--- src/rtl/axi_line_bridge_if.sv ---
// Cache-side miss interface plus AXI4 read/write channels between the data cache and memory.
// The slave modport is the bridge's view; the master modport is the surrounding system's view.
interface axi_line_bridge_if;
  logic         rd_req;
  logic [2:0]   rd_type;
  logic [31:0]  rd_addr;
  logic         rd_rdy;
  logic         ret_valid;
  logic         ret_last;
  logic [31:0]  ret_data;

  logic         wr_req;
  logic [2:0]   wr_type;
  logic [31:0]  wr_addr;
  logic [3:0]   wr_wstrb;
  logic [127:0] wr_data;
  logic         wr_rdy;

  logic [31:0]  araddr;
  logic [7:0]   arlen;
  logic         arvalid;
  logic         arready;
  logic [31:0]  rdata;
  logic         rlast;
  logic         rvalid;
  logic         rready;

  logic [31:0]  awaddr;
  logic [7:0]   awlen;
  logic         awvalid;
  logic         awready;
  logic [31:0]  wdata;
  logic [3:0]   wstrb;
  logic         wlast;
  logic         wvalid;
  logic         wready;
  logic         bvalid;
  logic         bready;

  modport slave (
    input  rd_req, rd_type, rd_addr, wr_req, wr_type, wr_addr, wr_wstrb, wr_data,
           arready, rdata, rlast, rvalid, awready, wready, bvalid,
    output rd_rdy, ret_valid, ret_last, ret_data, wr_rdy,
           araddr, arlen, arvalid, rready,
           awaddr, awlen, awvalid, wdata, wstrb, wlast, wvalid, bready
  );

  modport master (
    output rd_req, rd_type, rd_addr, wr_req, wr_type, wr_addr, wr_wstrb, wr_data,
           arready, rdata, rlast, rvalid, awready, wready, bvalid,
    input  rd_rdy, ret_valid, ret_last, ret_data, wr_rdy,
           araddr, arlen, arvalid, rready,
           awaddr, awlen, awvalid, wdata, wstrb, wlast, wvalid, bready
  );
endinterface

--- src/rtl/axi_line_bridge.sv ---
// Converts cache line/word misses into single AXI4 read and write bursts, one outstanding per
// direction, with independent read and write FSMs and a read-after-write line hazard check.
module axi_line_bridge (
  input  logic              clk,
  input  logic              resetn,
  axi_line_bridge_if.slave  bus
);

  localparam logic [2:0] TYPE_LINE = 3'b100;

  typedef enum logic [1:0] {R_IDLE, R_AR, R_DATA} rd_state_e;
  typedef enum logic [1:0] {W_IDLE, W_BUSY, W_RESP} wr_state_e;

  rd_state_e    rd_state_q, rd_state_d;
  logic [31:0]  araddr_q, araddr_d;
  logic [7:0]   arlen_q, arlen_d;

  wr_state_e    wr_state_q, wr_state_d;
  logic [31:0]  awaddr_q, awaddr_d;
  logic [7:0]   awlen_q, awlen_d;
  logic [127:0] wbuf_q, wbuf_d;
  logic [3:0]   wstrb_q, wstrb_d;
  logic [1:0]   cnt_q, cnt_d;
  logic         aw_done_q, aw_done_d;
  logic         w_done_q, w_done_d;

  logic         hazard;
  logic         beat_last;

  // A read must not overtake a write to the same 16-byte line, whether buffered or arriving now.
  always_comb begin
    hazard = ((wr_state_q != W_IDLE) && (bus.rd_addr[31:4] == awaddr_q[31:4])) ||
             (bus.wr_req && (bus.rd_addr[31:4] == bus.wr_addr[31:4]));
  end

  always_ff @(posedge clk or negedge resetn) begin
    if (!resetn) begin
      rd_state_q <= R_IDLE;
      araddr_q   <= '0;
      arlen_q    <= '0;
    end else begin
      rd_state_q <= rd_state_d;
      araddr_q   <= araddr_d;
      arlen_q    <= arlen_d;
    end
  end

  always_comb begin
    rd_state_d    = rd_state_q;
    araddr_d      = araddr_q;
    arlen_d       = arlen_q;
    bus.rd_rdy    = 1'b0;
    bus.arvalid   = 1'b0;
    bus.rready    = 1'b0;
    bus.ret_valid = 1'b0;
    bus.ret_last  = 1'b0;
    case (rd_state_q)
      R_IDLE: begin
        bus.rd_rdy = !hazard;
        if (bus.rd_req && !hazard) begin
          araddr_d   = bus.rd_addr;
          arlen_d    = (bus.rd_type == TYPE_LINE) ? 8'd3 : 8'd0;
          rd_state_d = R_AR;
        end
      end
      R_AR: begin
        bus.arvalid = 1'b1;
        if (bus.arready) rd_state_d = R_DATA;
      end
      R_DATA: begin
        bus.rready    = 1'b1;
        bus.ret_valid = bus.rvalid;
        bus.ret_last  = bus.rvalid && bus.rlast;
        if (bus.rvalid && bus.rlast) rd_state_d = R_IDLE;
      end
      default: rd_state_d = R_IDLE;
    endcase
  end

  assign bus.araddr   = araddr_q;
  assign bus.arlen    = arlen_q;
  assign bus.ret_data = bus.rdata;

  always_ff @(posedge clk or negedge resetn) begin
    if (!resetn) begin
      wr_state_q <= W_IDLE;
      awaddr_q   <= '0;
      awlen_q    <= '0;
      wbuf_q     <= '0;
      wstrb_q    <= '0;
      cnt_q      <= '0;
      aw_done_q  <= 1'b0;
      w_done_q   <= 1'b0;
    end else begin
      wr_state_q <= wr_state_d;
      awaddr_q   <= awaddr_d;
      awlen_q    <= awlen_d;
      wbuf_q     <= wbuf_d;
      wstrb_q    <= wstrb_d;
      cnt_q      <= cnt_d;
      aw_done_q  <= aw_done_d;
      w_done_q   <= w_done_d;
    end
  end

  assign beat_last = ({6'd0, cnt_q} == awlen_q);

  // AW and W retire independently; the response phase waits for both, in either order.
  always_comb begin
    wr_state_d  = wr_state_q;
    awaddr_d    = awaddr_q;
    awlen_d     = awlen_q;
    wbuf_d      = wbuf_q;
    wstrb_d     = wstrb_q;
    cnt_d       = cnt_q;
    aw_done_d   = aw_done_q;
    w_done_d    = w_done_q;
    bus.wr_rdy  = 1'b0;
    bus.awvalid = 1'b0;
    bus.wvalid  = 1'b0;
    bus.wlast   = 1'b0;
    bus.bready  = 1'b0;
    case (wr_state_q)
      W_IDLE: begin
        bus.wr_rdy = 1'b1;
        if (bus.wr_req) begin
          awaddr_d   = bus.wr_addr;
          awlen_d    = (bus.wr_type == TYPE_LINE) ? 8'd3 : 8'd0;
          wbuf_d     = bus.wr_data;
          wstrb_d    = (bus.wr_type == TYPE_LINE) ? 4'hf : bus.wr_wstrb;
          cnt_d      = '0;
          aw_done_d  = 1'b0;
          w_done_d   = 1'b0;
          wr_state_d = W_BUSY;
        end
      end
      W_BUSY: begin
        bus.awvalid = !aw_done_q;
        bus.wvalid  = !w_done_q;
        bus.wlast   = !w_done_q && beat_last;
        if (!aw_done_q && bus.awready) aw_done_d = 1'b1;
        if (!w_done_q && bus.wready) begin
          if (beat_last) w_done_d = 1'b1;
          else           cnt_d    = cnt_q + 2'd1;
        end
        if ((aw_done_q || bus.awready) && (w_done_q || (bus.wready && beat_last)))
          wr_state_d = W_RESP;
      end
      W_RESP: begin
        bus.bready = 1'b1;
        if (bus.bvalid) wr_state_d = W_IDLE;
      end
      default: wr_state_d = W_IDLE;
    endcase
  end

  assign bus.awaddr = awaddr_q;
  assign bus.awlen  = awlen_q;
  assign bus.wdata  = wbuf_q[{cnt_q, 5'd0} +: 32];
  assign bus.wstrb  = wstrb_q;

endmodule

--- src/flat_wrapper.sv ---
// flat-port wrapper written by rule: the top's interface ports become plain ports
module axi_line_bridge_flat 
  (clk, resetn, bus_rd_req, bus_rd_type, bus_rd_addr, bus_wr_req, bus_wr_type, bus_wr_addr, bus_wr_wstrb, bus_wr_data, bus_arready, bus_rdata, bus_rlast, bus_rvalid, bus_awready, bus_wready, bus_bvalid, bus_rd_rdy, bus_ret_valid, bus_ret_last, bus_ret_data, bus_wr_rdy, bus_araddr, bus_arlen, bus_arvalid, bus_rready, bus_awaddr, bus_awlen, bus_awvalid, bus_wdata, bus_wstrb, bus_wlast, bus_wvalid, bus_bready);
  axi_line_bridge_if bus_i ();
  input  logic clk;
  input  logic resetn;
  input wire logic [$bits(bus_i.rd_req)-1:0] bus_rd_req;
  input wire logic [$bits(bus_i.rd_type)-1:0] bus_rd_type;
  input wire logic [$bits(bus_i.rd_addr)-1:0] bus_rd_addr;
  input wire logic [$bits(bus_i.wr_req)-1:0] bus_wr_req;
  input wire logic [$bits(bus_i.wr_type)-1:0] bus_wr_type;
  input wire logic [$bits(bus_i.wr_addr)-1:0] bus_wr_addr;
  input wire logic [$bits(bus_i.wr_wstrb)-1:0] bus_wr_wstrb;
  input wire logic [$bits(bus_i.wr_data)-1:0] bus_wr_data;
  input wire logic [$bits(bus_i.arready)-1:0] bus_arready;
  input wire logic [$bits(bus_i.rdata)-1:0] bus_rdata;
  input wire logic [$bits(bus_i.rlast)-1:0] bus_rlast;
  input wire logic [$bits(bus_i.rvalid)-1:0] bus_rvalid;
  input wire logic [$bits(bus_i.awready)-1:0] bus_awready;
  input wire logic [$bits(bus_i.wready)-1:0] bus_wready;
  input wire logic [$bits(bus_i.bvalid)-1:0] bus_bvalid;
  output wire logic [$bits(bus_i.rd_rdy)-1:0] bus_rd_rdy;
  output wire logic [$bits(bus_i.ret_valid)-1:0] bus_ret_valid;
  output wire logic [$bits(bus_i.ret_last)-1:0] bus_ret_last;
  output wire logic [$bits(bus_i.ret_data)-1:0] bus_ret_data;
  output wire logic [$bits(bus_i.wr_rdy)-1:0] bus_wr_rdy;
  output wire logic [$bits(bus_i.araddr)-1:0] bus_araddr;
  output wire logic [$bits(bus_i.arlen)-1:0] bus_arlen;
  output wire logic [$bits(bus_i.arvalid)-1:0] bus_arvalid;
  output wire logic [$bits(bus_i.rready)-1:0] bus_rready;
  output wire logic [$bits(bus_i.awaddr)-1:0] bus_awaddr;
  output wire logic [$bits(bus_i.awlen)-1:0] bus_awlen;
  output wire logic [$bits(bus_i.awvalid)-1:0] bus_awvalid;
  output wire logic [$bits(bus_i.wdata)-1:0] bus_wdata;
  output wire logic [$bits(bus_i.wstrb)-1:0] bus_wstrb;
  output wire logic [$bits(bus_i.wlast)-1:0] bus_wlast;
  output wire logic [$bits(bus_i.wvalid)-1:0] bus_wvalid;
  output wire logic [$bits(bus_i.bready)-1:0] bus_bready;
  assign bus_i.rd_req = bus_rd_req;
  assign bus_i.rd_type = bus_rd_type;
  assign bus_i.rd_addr = bus_rd_addr;
  assign bus_i.wr_req = bus_wr_req;
  assign bus_i.wr_type = bus_wr_type;
  assign bus_i.wr_addr = bus_wr_addr;
  assign bus_i.wr_wstrb = bus_wr_wstrb;
  assign bus_i.wr_data = bus_wr_data;
  assign bus_i.arready = bus_arready;
  assign bus_i.rdata = bus_rdata;
  assign bus_i.rlast = bus_rlast;
  assign bus_i.rvalid = bus_rvalid;
  assign bus_i.awready = bus_awready;
  assign bus_i.wready = bus_wready;
  assign bus_i.bvalid = bus_bvalid;
  assign bus_rd_rdy = bus_i.rd_rdy;
  assign bus_ret_valid = bus_i.ret_valid;
  assign bus_ret_last = bus_i.ret_last;
  assign bus_ret_data = bus_i.ret_data;
  assign bus_wr_rdy = bus_i.wr_rdy;
  assign bus_araddr = bus_i.araddr;
  assign bus_arlen = bus_i.arlen;
  assign bus_arvalid = bus_i.arvalid;
  assign bus_rready = bus_i.rready;
  assign bus_awaddr = bus_i.awaddr;
  assign bus_awlen = bus_i.awlen;
  assign bus_awvalid = bus_i.awvalid;
  assign bus_wdata = bus_i.wdata;
  assign bus_wstrb = bus_i.wstrb;
  assign bus_wlast = bus_i.wlast;
  assign bus_wvalid = bus_i.wvalid;
  assign bus_bready = bus_i.bready;
  axi_line_bridge u_core (.clk(clk), .resetn(resetn), .bus(bus_i));
endmodule
--- config.mk ---
export PLATFORM = sky130hd
export DESIGN_NAME = axi_line_bridge_flat
export DESIGN_NICKNAME = d
export VERILOG_FILES = /design/src/rtl/axi_line_bridge_if.sv /design/src/rtl/axi_line_bridge.sv /design/src/flat_wrapper.sv
export SDC_FILE = /design/constraint.sdc
export NUM_CORES = 1
export LEC_CHECK = 0
export CAP_MARGIN = 10
export CORE_MARGIN = 2
export CORE_UTILIZATION = 25
export DETAILED_ROUTE_END_ITERATION = 7
export SETUP_SLACK_MARGIN = 0.1
export SYNTH_ARGS = -nofsm -noshare
export SYNTH_HDL_FRONTEND = slang
export SYNTH_SLANG_ARGS = --single-unit
--- constraint.sdc ---
create_clock -name clk -period 2.15 [get_ports clk]
set_input_delay 0.43 -clock clk [delete_from_list [all_inputs] [get_ports clk]]
set_output_delay 0.43 -clock clk [all_outputs]
set_load 0.01 [all_outputs]
==> metrics.txt, run 1 <==
Flop pwr share=31.6%; Int Power=14.5 mW; met2 wire length=15.3 mm; chip height=201 µm; CTS clk-pin slew, worst paths=60 ps; die area=0.0403 mm²; DRT iter0 DRCs=290; post-synthesis compound-gate area fraction=1.07%; Sw Ratio=32.9%; Worst Path Required=1720 ps; pin count of the biggest net entering global routing=74; core area=0.0384 mm²; Max Slew Vio Count=0; Max Freq=413 MHz; final antenna-violating net count=0; P&R area growth vs syn=60.7%; Starting Density=25.2%; RePlAce Congestion=0.931; via count=8092; Final period util=113%; Main synth FF type=dfrtp_1; clk_skew=13.9 ps; fin crit period=2420 ps; via density per instance=4.26; Final Power=21.6 mW; Clock power frac=22.5%; HP Class=in2reg; first-pass GRT wire length=50.1 mm; Setup Crit Path Kind=in2out; Syn Std Cell Area=0.00967 mm²; CTS max path bufs=3; critical path's top delay family=simple AND/OR/NAND/NOR gates; WP buf/inv=2; Critical Path Max Stage Delay=530 ps; outcome=finished, violations left; Avg Inst Size Synth=9.96 µm²; sequential share of the synthesized area=53.3%; clk sink count=206; total gr overflow=0; Arr. time, crit path=1990 ps; Synth Instances=971; Final Hold Fails=0; TritonCTS clock tree=yes; Die Width=201 µm; drt drc=0; failing checks=negative setup slack; simple-gate share of the synthesized area=21.9%; final setup margin=-271 ps; critical path's slowest cell=clkdlybuf4s50_1; initial antenna violation count=2; largest family of logic cells by synthesized area=simple AND/OR/NAND/NOR gates; pre-CTS setup slack=-787 ps; ratio of cells with drive above 1 in the final layout=21.6%; I/O Buffers=325; Max VDD drop=0.602 mV; Warnings, synthesis=0; final setup fails=59; cell area after layout=0.0155 mm²; PD cells=1390 mW/mm²; max_cap viols=0; post-synthesis adder-cell area fraction=0%; DRT Wirelength=32.3 mm; vias in the first global route=8633; root buffer cell=clkbuf_16; post-synth cell types=35; Layout Nets=1606; met1 WL=13.6 mm; dpl cell area=0.0139 mm²; Synth Area in XOR/XNOR=5.07%; DR top layer=met4; later-pin clock latency in the skew report=520 ps; per-cell routed wire length=17.0 µm; crit path max fanout=2; RSZ-0062 raised after global routing=yes; mux contribution to synthesized area=12.4%; TritonCTS Buffers=25; crit end category=output pin; drt pass-1 iters=6; ys async rst share=100%; H-tree levels=1; row count=72; nature of the critical path startpoint=input pin; Net Switching=7.10 mW; post-detail-place hpwl=23.2 mm; crit-path cells=clkdlybuf4s50_1 -> xnor2_1 -> nand4_1 -> nor4_2 -> nand4_2 -> and3_4 -> buf_6; Comb power frac=45.8%; Boundary Pins=402; GRT Util Overall=15.9%; Hold WS=328 ps; Pleak=7.59 nW; number of synthesized register bits=206; EDFF count, synth=0; met3 WL post-DR=2.42 mm
-- state kept, by name, summed over array words and instances, names as in the netlist --
signal             cells
u_core.wr_state_q      2
u_core.bus.araddr     32
u_core.aw_done_q       1
u_core.bus.awaddr     32
u_core.cnt_q           2
u_core.bus.awlen       1
u_core.bus.arlen       1
u_core.bus.wstrb       4
u_core.wbuf_q        128
u_core.w_done_q        1
u_core.rd_state_q      2
-- cell families (layout without fill, tap and decap cells) --
kind of cell | count (synthesis) | in the layout
AND/OR/NAND/NOR | 533 | 533
AO/OA/AOI/OAI | 15 | 15
multiplexers | 65 | 65
XOR/XNOR | 56 | 56
buffers and inverters | 95 | 492
flip-flops | 206 | 206
other | 1 | 13
-- cells in the mapped netlist (2+ instances only) --
cell type / count / area (µm²)
nor4_1: 6 / 37.5
nand2b_1: 3 / 18.8
xnor2_1: 35 / 307
dfrtp_1: 206 / 5150
xor2_1: 21 / 184
mux2_4: 29 / 435
nand4_1: 8 / 50.1
mux4_2: 32 / 721
buf_12: 3 / 60.1
and3_1: 3 / 18.8
o22a_1: 4 / 35.0
a22o_1: 2 / 17.5
clkbuf_1: 26 / 97.6
buf_4: 46 / 345
and2_1: 2 / 12.5
mux2_2: 4 / 45.0
nand2_1: 489 / 1840
nor2_1: 7 / 26.3
nor3_1: 3 / 15.0
nor2b_1: 2 / 12.5
o21ai_0: 6 / 30.0
nand3_1: 4 / 20.0
buf_1: 4 / 15.0
buf_2: 15 / 75.1
-- routing by layer --
| metal | vias to the layer above | GRT usage (%) |
|---|---|---|
| met3 | 60 | 4.63 |
| li1 | 3839 | - |
| met2 | 317 | 26.9 |
| met5 | - | 0 |
| met4 | 0 | 4.29 |
| met1 | 3876 | 19.9 |
-- final timing paths --
kind	from	end	slack, ps	cells after the start
max in group asynchronous	resetn	u_core.wbuf_q[18]$_DFFE_PN0P_	970	3
min in group asynchronous	resetn	u_core.wbuf_q[99]$_DFFE_PN0P_	440	2
worst min register to register	u_core.wbuf_q[78]$_DFFE_PN0P_	u_core.wbuf_q[78]$_DFFE_PN0P_	470	2
worst max-delay path	bus_wr_addr[25]	bus_rd_rdy	-270	7
worst max register to register	u_core.bus.awaddr[20]$_DFFE_PN0P_	u_core.bus.araddr[0]$_DFFE_PN0P_	-30	9
worst min-delay path	bus_wr_addr[6]	u_core.bus.awaddr[6]$_DFFE_PN0P_	330	3
-- repair_timing --
| item | 4_1_cts | 5_1_grt |
|---|---|---|
| gates resized for setup | 255 | 41 |
| setup endpoints to repair | 77 | 86 |
| pin swaps | 20 | 7 |
| setup buffers | 24 | 8 |
| gates cloned | 5 | 1 |
| hold buffers | 1 | 0 |
| endpoints found under the hold margin | 34 | 0 |
-- cell type report --
| type | instances | area [µm²] |
|---|---|---|
| inverters | 1 | 3.75 |
| multi-input cells | 681 | 4160 |
| clock inverters | 12 | 250 |
| fillers | 3766 | 22800 |
| repair buffers | 447 | 4610 |
| clock buffers | 32 | 702 |
| flip-flops and latches | 206 | 5160 |
| diodes | 1 | 2.50 |
| well taps | 518 | 648 |
-- cell usage in the layout (no fill, tap or decap), types with 2 or more instances in the layout --
master,instances
buf_2,5
nor2_1,4
buf_8,2
buf_16,4
nand2b_1,2
conb_1,12
xnor2_2,8
nand2_1,488
clkbuf_8,6
a22o_1,2
dfrtp_1,204
buf_6,41
o21ai_0,6
nor2b_2,2
xnor2_1,27
nand3_1,3
nor4_1,3
mux2_4,33
o22a_1,4
bufinv_16,7
dfrtp_2,2
nor2_4,2
nand4_1,8
nor4_2,3
buf_4,82
clkbuf_16,26
mux4_2,32
clkdlybuf4s50_1,237
buf_12,23
xor2_1,17
xor2_2,4
inv_6,2
and3_1,3
dlygate4sd2_1,36
clkinv_4,2
clkbuf_1,2
dlymetal6s2s_1,14
-- through the flow --
step / utilization (%) / setup TNS [ps] / std cells
floorplan: - / 0 / 982
global placement: 36.3 / -20050 / 1823
detailed placement: 36.3 / -20930 / 1823
CTS: 40.0 / -8520 / 1890
global route: 40.5 / -15080 / 1897
finish: 40.5 / -7740 / 1898
-- power groups by stage --
stage	sequential, mW	combinational, mW	clock [mW]
2_1_floorplan	6.92	4.24	0
3_3_place_gp	6.75	9.00	0
3_5_place_dp	6.83	9.09	0
4_1_cts	6.81	9.83	4.99
5_1_grt	7.03	10.7	5.18
6_report	6.82	9.88	4.86
-- worst register-to-register path, stage by stage, from the launching register on --
cell,delay [ps]
dfrtp_1,390
xnor2_1,200
nand3_2,140
nor4_4,290
nand4_1,140
buf_4,170
nand4_4,150
buf_4,150
buf_12,130
mux2_4,310
(Power assumes the default switching activity.)
==> run 2, diff against run 1 <==
--- a/config.mk
+++ b/config.mk
@@ -9,7 +9,7 @@
 export CORE_MARGIN = 2
 export CORE_UTILIZATION = 25
 export DETAILED_ROUTE_END_ITERATION = 7
-export SETUP_SLACK_MARGIN = 0.1
+export SETUP_SLACK_MARGIN = 0.15
 export SYNTH_ARGS = -nofsm -noshare
 export SYNTH_HDL_FRONTEND = slang
 export SYNTH_SLANG_ARGS = --single-unit
==> constraint.sdc (replaced) <==
create_clock -name clk -period 2.8 [get_ports clk]
set_input_delay 0.56 -clock clk [delete_from_list [all_inputs] [get_ports clk]]
set_output_delay 0.56 -clock clk [all_outputs]
set_load 0.01 [all_outputs]
==> run 2 against run 1 <==
Compared with the run above: critical endpoint unchanged; register-to-register slack better by 670 ps; the run now ends clean; final area is 5.1% lower; non-clock buffer count is 47 lower; clock power is 30% lower; die area stayed put; clock skew is 6.1 ps lower; sequential power is 23% lower.
==> metrics.txt, run 2 (synthesis results as in run 1) <==
Sw Ratio=33.9%; clk_skew=7.88 ps; RePlAce Congestion=0.935; Max Slew Vio Count=0; crit path from=bus_wr_addr[11]; CTS clk-pin slew, worst paths=60 ps; filler instances=3854; DR top layer=met4; clk sink count=206; final setup fails=0; max_cap viols=0; initial antenna violation count=0; final setup margin=122 ps; drt drc=0; H-tree levels=1; DRT iter0 DRCs=380; Net Switching=5.16 mW; Critical Path Max Stage Delay=510 ps; most frequent cells in the layout=nand2_1 (488), clkdlybuf4s50_1 (250), dfrtp_1 (204), buf_4 (59), dlygate4sd2_1 (43); Int Power=10.0 mW; nature of the critical path startpoint=input pin; chip height=201 µm; HP Class=in2async; Flop pwr share=34.7%; commonest non-fill, non-tap cell in the layout=nand2_1; Worst Path Required=2240 ps; I/O Buffers=325; fin crit period=2680 ps; total gr overflow=0; via density per instance=4.24; reg-to-reg startpoint=u_core.bus.awaddr[21]$_DFFE_PN0P_; crit path max fanout=2; crit-path cells=clkdlybuf4s50_1 -> xnor2_1 -> nand4_1 -> nor4_2 -> nand4_2 -> and3_4 -> clkbuf_2; post-detail-place hpwl=22.9 mm; vias in the first global route=8314; dpl cell area=0.0136 mm²; final antenna-violating net count=0; Final Hold Fails=0; die area=0.0403 mm²; Hold WS=16.6 ps; Max Freq=373 MHz; met1 WL=13.3 mm; Worst-Margin Slew=510 ps; Starting Density=25.2%; pre-CTS setup slack=-387 ps; per-cell routed wire length=16.9 µm; PD cells=1030 mW/mm²; TritonCTS Buffers=25; ratio of cells with drive above 1 in the final layout=16.2%; TritonCTS clock tree=yes; critical path's slowest cell=clkdlybuf4s50_1; Comb power frac=42.8%; utilization after layout=38.4%; root buffer cell=clkbuf_16; later-pin clock latency in the skew report=520 ps; Clock power frac=22.5%; Setup Crit Path Kind=in2out; DRT Wirelength=31.2 mm; relative slew slack=66.0%; RSZ-0062 raised after global routing=yes; Largest register FFs=128; row count=72; Reg with most FFs=u_core.wbuf_q; Boundary Pins=402; CTS max path bufs=3; Die Width=201 µm; diode count=0; met2 wire length=15.0 mm; GRT Util Overall=15.3%; outcome=completed; pin count of the biggest net entering global routing=64; Layout Nets=1559; TNS Setup=0 ps; drt pass-1 iters=4; Max VDD drop=0.465 mV; Final Power=15.2 mW; first-pass GRT wire length=48.5 mm; critical path's top delay family=simple AND/OR/NAND/NOR gates; P&R area growth vs syn=52.5%; cell area after layout=0.0147 mm²; Final period util=95.7%; placed cells=1791; via count=7835; WP buf/inv=2; Final Non-Filler Cells=1850; crit end category=output pin; core area=0.0384 mm²; met3 WL post-DR=2.19 mm; Arr. time, crit path=2120 ps; Pleak=7.09 nW
run 2: changes by cell type in the layout (fill, tap and decap cells not counted), moves of 7 or more:
| cell | change |
|---|---|
| buf_12 | -10 |
| buf_4 | -23 |
| buf_6 | -39 |
| clkdlybuf4s15_1 | +8 |
| clkdlybuf4s50_1 | +13 |
| dlygate4sd2_1 | +7 |
run 2: layer usage:
metal	track usage [%]	up-vias
met3	4.19	37
met5	0	-
met4	3.62	0
li1	-	3743
met1	19.2	3761
met2	26.2	294
run 2: final timing paths:
check | cells past startpoint | slack, ps | to
min in group clk | 3 | 320 | u_core.bus.awaddr[27]$_DFFE_PN0P_
worst min register to register | 2 | 470 | u_core.wbuf_q[80]$_DFFE_PN0P_
worst max register to register | 8 | 640 | u_core.bus.araddr[16]$_DFFE_PN0P_
worst max-delay path | 7 | 120 | bus_rd_rdy
max in group asynchronous | 2 | 2060 | u_core.cnt_q[1]$_DFFE_PN0P_
worst min-delay path | 1 | 20 | u_core.bus.araddr[1]$_DFFE_PN0P_
run 2: power groups by stage:
stage | logic [mW] | clock network [mW] | registers [mW]
final | 6.50 | 3.42 | 5.28
after global routing | 7.11 | 3.66 | 5.46
after CTS | 6.50 | 3.54 | 5.28
after detailed placement | 6.52 | 0 | 5.34
after global placement | 6.46 | 0 | 5.28
after floorplan | 3.25 | 0 | 5.31
run 2: what timing repair did:
item	CTS	global route
buffers inserted	8	5
endpoints found under the setup margin	35	18
pin swaps	11	16
resized for setup	93	34
endpoints found under the hold margin	0	0
cloned	1	1
hold buffers	0	0
run 2: layout make-up:
| cell class | count | area, µm² | share of cell area [%] |
|---|---|---|---|
| sequential | 206 | 5160 | 35.0 |
| multi-input combinational | 681 | 4080 | 27.7 |
| timing repair buffer | 400 | 3990 | 27.0 |
| clock buffer | 32 | 702 | 4.76 |
| tap | 518 | 648 | 4.40 |
| clock inverter | 12 | 168 | 1.14 |
| inverter | 1 | 3.75 | 0.0255 |
==> run 3, diff against run 2 <==
--- a/config.mk
+++ b/config.mk
@@ -5,7 +5,7 @@
 export SDC_FILE = /design/constraint.sdc
 export NUM_CORES = 1
 export LEC_CHECK = 0
-export CAP_MARGIN = 10
+export CAP_MARGIN = 30
 export CORE_MARGIN = 2
 export CORE_UTILIZATION = 25
 export DETAILED_ROUTE_END_ITERATION = 7
==> results of run 3 <==
Final layout, timing and power as in run 2 (identical DEF).
